### src/rtl/muxn_rr_reg_pkg.sv
// Shared constants and helpers for the arbitrating multiplexer family.
// Covers the arbitration mode encodings and the width helpers used by the parametrised blocks.
package muxn_rr_reg_pkg;

  localparam int MUX_MODE_RR    = 0;
  localparam int MUX_MODE_FIXED = 1;

  function automatic int clog2(input int value);
    int r;
    r = 0;
    for (int v = value - 1; v > 0; v = v >> 1) begin
      r = r + 1;
    end
    return r;
  endfunction

  // A channel index needs at least one bit, even when there is only one channel.
  function automatic int selWidth(input int n);
    return (clog2(n) < 1) ? 1 : clog2(n);
  endfunction

endpackage

### src/rtl/muxn_rr_reg_rr_arbiter.sv
// Combinational arbiter that picks one requester, either round-robin from ptr or lowest index first.
// Produces a one-hot grant and the matching encoded index; the pointer register lives in the caller.
module rr_arbiter
  import muxn_rr_reg_pkg::*;
#(
  parameter  int N    = 4,
  parameter  int MODE = MUX_MODE_RR,
  localparam int SELW = selWidth(N)
) (
  input  logic [N-1:0]    req,
  input  logic [SELW-1:0] ptr,
  output logic [N-1:0]    grant,
  output logic [SELW-1:0] grant_idx
);

  // Scan N candidates; in round-robin the scan starts at ptr and wraps.
  always_comb begin
    int          w_idx;
    logic        w_found;
    logic [SELW-1:0] w_cand;
    grant     = '0;
    grant_idx = '0;
    w_found   = 1'b0;
    w_idx     = 0;
    w_cand    = '0;
    for (int k = 0; k < N; k++) begin
      if (MODE == MUX_MODE_FIXED) begin
        w_idx = k;
      end else begin
        w_idx = (int'(ptr) + k) % N;
      end
      w_cand = SELW'(w_idx);
      if (!w_found && req[w_cand]) begin
        w_found       = 1'b1;
        grant[w_cand] = 1'b1;
        grant_idx     = w_cand;
      end
    end
  end

endmodule

### src/rtl/muxn_rr_reg.sv
// N-channel arbitrating multiplexer with valid/ready handshakes and a single registered output beat.
// Accepts a new beat whenever the output register is empty or being drained in the same cycle.
module muxn_rr_reg
  import muxn_rr_reg_pkg::*;
#(
  parameter  int W    = 8,
  parameter  int N    = 4,
  parameter  int MODE = MUX_MODE_RR,
  localparam int SELW = selWidth(N)
) (
  input  logic            clk,
  input  logic            rst_n,
  input  logic [N*W-1:0]  in_data,
  input  logic [N-1:0]    in_valid,
  output logic [N-1:0]    in_ready,
  output logic [W-1:0]    out_data,
  output logic            out_valid,
  input  logic            out_ready,
  output logic [SELW-1:0] out_sel
);

  logic            r_out_valid;
  logic [W-1:0]    r_out_data;
  logic [SELW-1:0] r_out_sel;
  logic [SELW-1:0] r_ptr;

  logic            w_load_en;
  logic [N-1:0]    w_grant;
  logic [SELW-1:0] w_grant_idx;
  logic            w_xfer;
  logic [W-1:0]    w_sel_data;
  logic [SELW-1:0] w_ptr_next;

  rr_arbiter #(
    .N    (N),
    .MODE (MODE)
  ) u_arbiter (
    .req       (in_valid),
    .ptr       (r_ptr),
    .grant     (w_grant),
    .grant_idx (w_grant_idx)
  );

  assign w_load_en = !r_out_valid || out_ready;

  // Grants are suppressed while reset is asserted so no beat is offered during the reset cycle.
  assign in_ready = (rst_n && w_load_en) ? w_grant : '0;
  assign w_xfer   = |in_ready;

  assign w_ptr_next = (int'(w_grant_idx) == N - 1) ? '0 : w_grant_idx + SELW'(1);

  always_comb begin
    w_sel_data = '0;
    for (int i = 0; i < N; i++) begin
      if (w_grant_idx == SELW'(i)) begin
        w_sel_data = in_data[i*W +: W];
      end
    end
  end

  // Output stage: load on transfer, empty on drain, otherwise hold.
  always_ff @(posedge clk) begin
    if (!rst_n) begin
      r_out_valid <= 1'b0;
      r_out_data  <= '0;
      r_out_sel   <= '0;
      r_ptr       <= '0;
    end else if (w_xfer) begin
      r_out_valid <= 1'b1;
      r_out_data  <= w_sel_data;
      r_out_sel   <= w_grant_idx;
      if (MODE == MUX_MODE_RR) begin
        r_ptr <= w_ptr_next;
      end
    end else if (out_ready) begin
      r_out_valid <= 1'b0;
    end
  end

  assign out_valid = r_out_valid;
  assign out_data  = r_out_data;
  assign out_sel   = r_out_sel;

endmodule

### config.mk
export PLATFORM = sky130hd
export DESIGN_NAME = muxn_rr_reg
export DESIGN_NICKNAME = d
export VERILOG_FILES = /design/src/rtl/muxn_rr_reg_pkg.sv /design/src/rtl/muxn_rr_reg_rr_arbiter.sv /design/src/rtl/muxn_rr_reg.sv
export SDC_FILE = /design/constraint.sdc
export NUM_CORES = 1
export LEC_CHECK = 0
export ABC_AREA = 1
export BUFFER_PORTS_ARGS = -buffer_cell sky130_fd_sc_hd__buf_2
export CAP_MARGIN = 30
export CORE_MARGIN = 3
export CORE_UTILIZATION = 44
export CTS_BUF_LIST = sky130_fd_sc_hd__clkbuf_16
export DETAILED_ROUTE_END_ITERATION = 8
export PLACE_DENSITY = 0.85
export SYNTH_ARGS = -nofsm -noshare
export SYNTH_HDL_FRONTEND = slang
export SYNTH_SLANG_ARGS = --single-unit
### constraint.sdc
create_clock -name clk -period 2.94 [get_ports clk]
set_clock_uncertainty 0.15 [all_clocks]
set_input_delay 0.294 -clock clk [delete_from_list [all_inputs] [get_ports clk]]
set_output_delay 0.294 -clock clk [all_outputs]
set_load 0.05 [all_outputs]
==> impl_metrics.yaml <==
outcome:
  status: "finished clean"
worst_setup_path:
  crit_type: "flip-flop to flip-flop"
  crit_slowest_cell: "dfxtp_2"
  ff2ff_path_depth: 19
  path_depth: 19
  cp_max_fo: 9
  arrival_ns: 2.82
  rrSetupSlack_ns: 0.15
  cp.buffers_inverters: 5
  crit_chain: "inv_6 > ha_4 > inv_1 > nand2_1 > nand2_2 > nor2_8 > inv_1 > nor2_2 > nand2_2 > a31oi_4 > inv_2 > ha_4 > inv_2 > nand3_1 > nand2_1 > o21ai_0 > o21ai_1 > o21ai_0 > nor2_1"
  reg2reg_to: "out_data[3]$_SDFFE_PN0P_"
  crit_required_ns: 2.97
  start_kind: "flip-flop"
  critPathTopFamily: "simple AND/OR/NAND/NOR gates"
  r2r_start: "r_ptr[0]$_SDFFE_PN0P_"
  end_kind: "flip-flop"
  slowest_delay_ns: 0.38
synth:
  synthTopCellsByArea: "dfxtp_1, nand2_1, ha_1, o21ai_0, nand3_1"
  syn_area_mm2: 0.00133
  synth_area_leader_cell: "dfxtp_1"
  syn_inst: 207
  ys.warnings.count: 0
  seq_area_frac_synth_pct: 19.5
  async_reset_ff_share_pct: 0
  synth_fp_nets: 257
  synth-main-ff-cell: "dfxtp_1"
  synth-edff-count: 0
  yosys.cell_types.count: 28
  syn_avg_cell_area_um2: 6.43
  synth_seq_cells: 13
  synth_top_area_share_pct: 19.5
timing:
  fin_ws_ns: 0.148
  finalCriticalPeriod_ns: 2.79
  fmax_mhz: 358
  slew_headroom_pct: 77.6
  setup_violations: 0
  drv_slew: 0
  final.setup.tns_ns: 0
  hold_viol_final: 0
  tightest_slew_ns: 0.336
  fin_crit_sh_pct: 95.0
cells_and_area:
  drive_above_1_share_pct: 38.6
  fin_nets: 315
  fillers: 252
  n_antenna_cell: 0
  synthToLayoutAreaGrowth_pct: 36.2
detailed_routing:
  wl_per_cell_um: 11.2
  vias: 1505
  top_layer_used: "met4"
  drt_iter0_markers: 51
  wl_met3_um: 158
  dr.pass1.iters: 4
  viasPerCell: 5.10
  wl_met2_um: 1600
  wl_um: 3310
  drt-met1-wl_um: 1530
  drc_errors: 0
  ant_nets: 0
pwr:
  p_sw_share_pct: 55.4
  p_total_uw: 2470
  clock_power_share_pct: 10.3
  power.internal_uw: 1100
  power_leakage_uw: 0.000940
  combPwrFrac_pct: 78.3
  power_frac_seq_pct: 11.4
  power.switching_uw: 1370
  powerDensity_mw_per_mm2: 1360
  ir_drop_mv: 0.827
global_route:
  grt_first_pass_wirelength_um: 5010
  track_usage_pct: 17.1
  antenna_found_initial: 0
  grt_max_degree: 17
  gr-total-overflow: 0
  grt_pass1_vias: 1234
hold_path:
  hold_class: "input pin to flip-flop"
  min_to: "out_valid$_SDFFE_PN0P_"
  hold_depth: 4
  hold_start: "out_ready"
clock_network:
  max-clock-path-buffers: 2
  clkTransAtPathRegs_ns: 0.05
  htree_levels: 1
  cts_hold_buffers: 0
  clock_sinks: 13
  clk_latency_ns: 0.24
  cts_buffers: 3
  root_buffer: "clkbuf_16"
  cts_tree: "yes"
  post-cts-setup-buffers: 0
placement:
  place_hpwl_um: 2590
  dp_worst_setup_slack_ns: -0.0205
  io_buffers: 53
  place.gp.congestion: 0.794
die:
  row_count: 19
  start_util_pct: 47.1
  die_w_um: 61.0
  dieArea_mm2: 0.00372
  design.portCount: 54
  core_mm2: 0.00283
  fp.dieH_um: 61.0
run:
  drv_cap: 0
==> cell usage after synthesis (all sizes together), types with 4 or more instances <==
cell and n:
a21oi 14, nor2 27, nand2 53, nand3 21, clkbuf 4, a21boi 5
o21ai 28, inv 21, nand4 4, ha 11, buf 4, dfxtp 13
==> worst min-delay path, cell delays in order <==
cell	delay, ns
buf_2	0.08
inv_1	0.04
nand2_1	0.05
a21oi_1	0.05
==> power by group through the flow <==
stage / Clock, uW / Sequential [uW] / Combinational, uW
finish: 255 / 281 / 1940
global route: 264 / 288 / 2180
CTS: 256 / 279 / 1760
detailed placement: 0 / 281 / 1740
global placement: 0 / 280 / 1730
floorplan: 0 / 458 / 1250
==> per-layer routing <==
layer  global-route usage [%]  vias to the layer above
li1                         -                      792
met1                     24.0                      665
met2                     28.1                       46
met3                     2.55                        2
met4                     2.79                        0
met5                        0                        -
==> registers in the layout (all words and copies together), names as in the netlist <==
name and cells:
out_data 8, out_sel 2, out_valid 1, r_ptr 2
==> metrics by stage <==
step                hold WS (ns)  cell area (um2)  utilization, %  instances
floorplan                  0.280             1340               -        207
global placement           0.314             1650            58.3        291
detailed placement         0.323             1650            58.3        291
CTS                        0.170             1740            61.3        295
global route               0.183             1810            64.1        295
finish                     0.169             1810            64.1        295
==> cell type report <==
| class | instances | area (um2) | area share (%) |
|---|---|---|---|
| Timing Repair Buffer | 61 | 333 | 18.4 |
| Sequential cell | 13 | 263 | 14.5 |
| Inverter | 21 | 83.8 | 4.62 |
| Multi-Input combinational cell | 165 | 1010 | 56.0 |
| Tap cell | 31 | 38.8 | 2.14 |
| Clock buffer | 3 | 75.1 | 4.14 |
| Clock inverter | 1 | 5.00 | 0.276 |
==> timing repair <==
action / 4_1_cts / 5_1_grt
gates resized for setup: 2 / 17
setup endpoints to repair: 2 / 8
pin swaps: 0 / 1
==> cells by family after synthesis <==
group | synth area share, %
flops | 19.5
xor+xnor | 0.658
compound gates | 20.2
buf+inv | 10.2
simple gates | 39.0
fa+ha+maj | 10.3
==> cell usage in the layout, fill, tap and decap left out, types with 9 or more instances in the layout <==
cell type / n
a21oi_1: 11
buf_2: 53
dfxtp_1: 11
inv_1: 15
nand2_1: 42
nand2_2: 9
nand3_1: 19
nor2_1: 21
o21ai_0: 20
==> worst max-delay path by stage <==
stage	end	slack [ns]	start
2_1_floorplan	out_data[7]$_SDFFE_PN0P_	0.02	r_ptr[0]$_SDFFE_PN0P_
3_3_place_gp	out_data[3]$_SDFFE_PN0P_	0.08	r_ptr[0]$_SDFFE_PN0P_
4_1_cts	out_data[3]$_SDFFE_PN0P_	0.04	r_ptr[0]$_SDFFE_PN0P_
5_1_grt	out_data[1]$_SDFFE_PN0P_	-0.06	r_ptr[0]$_SDFFE_PN0P_
6_report	out_data[3]$_SDFFE_PN0P_	0.15	r_ptr[0]$_SDFFE_PN0P_
3_5_place_dp	out_data[3]$_SDFFE_PN0P_	-0.02	r_ptr[0]$_SDFFE_PN0P_
(Power assumes the default switching activity.)
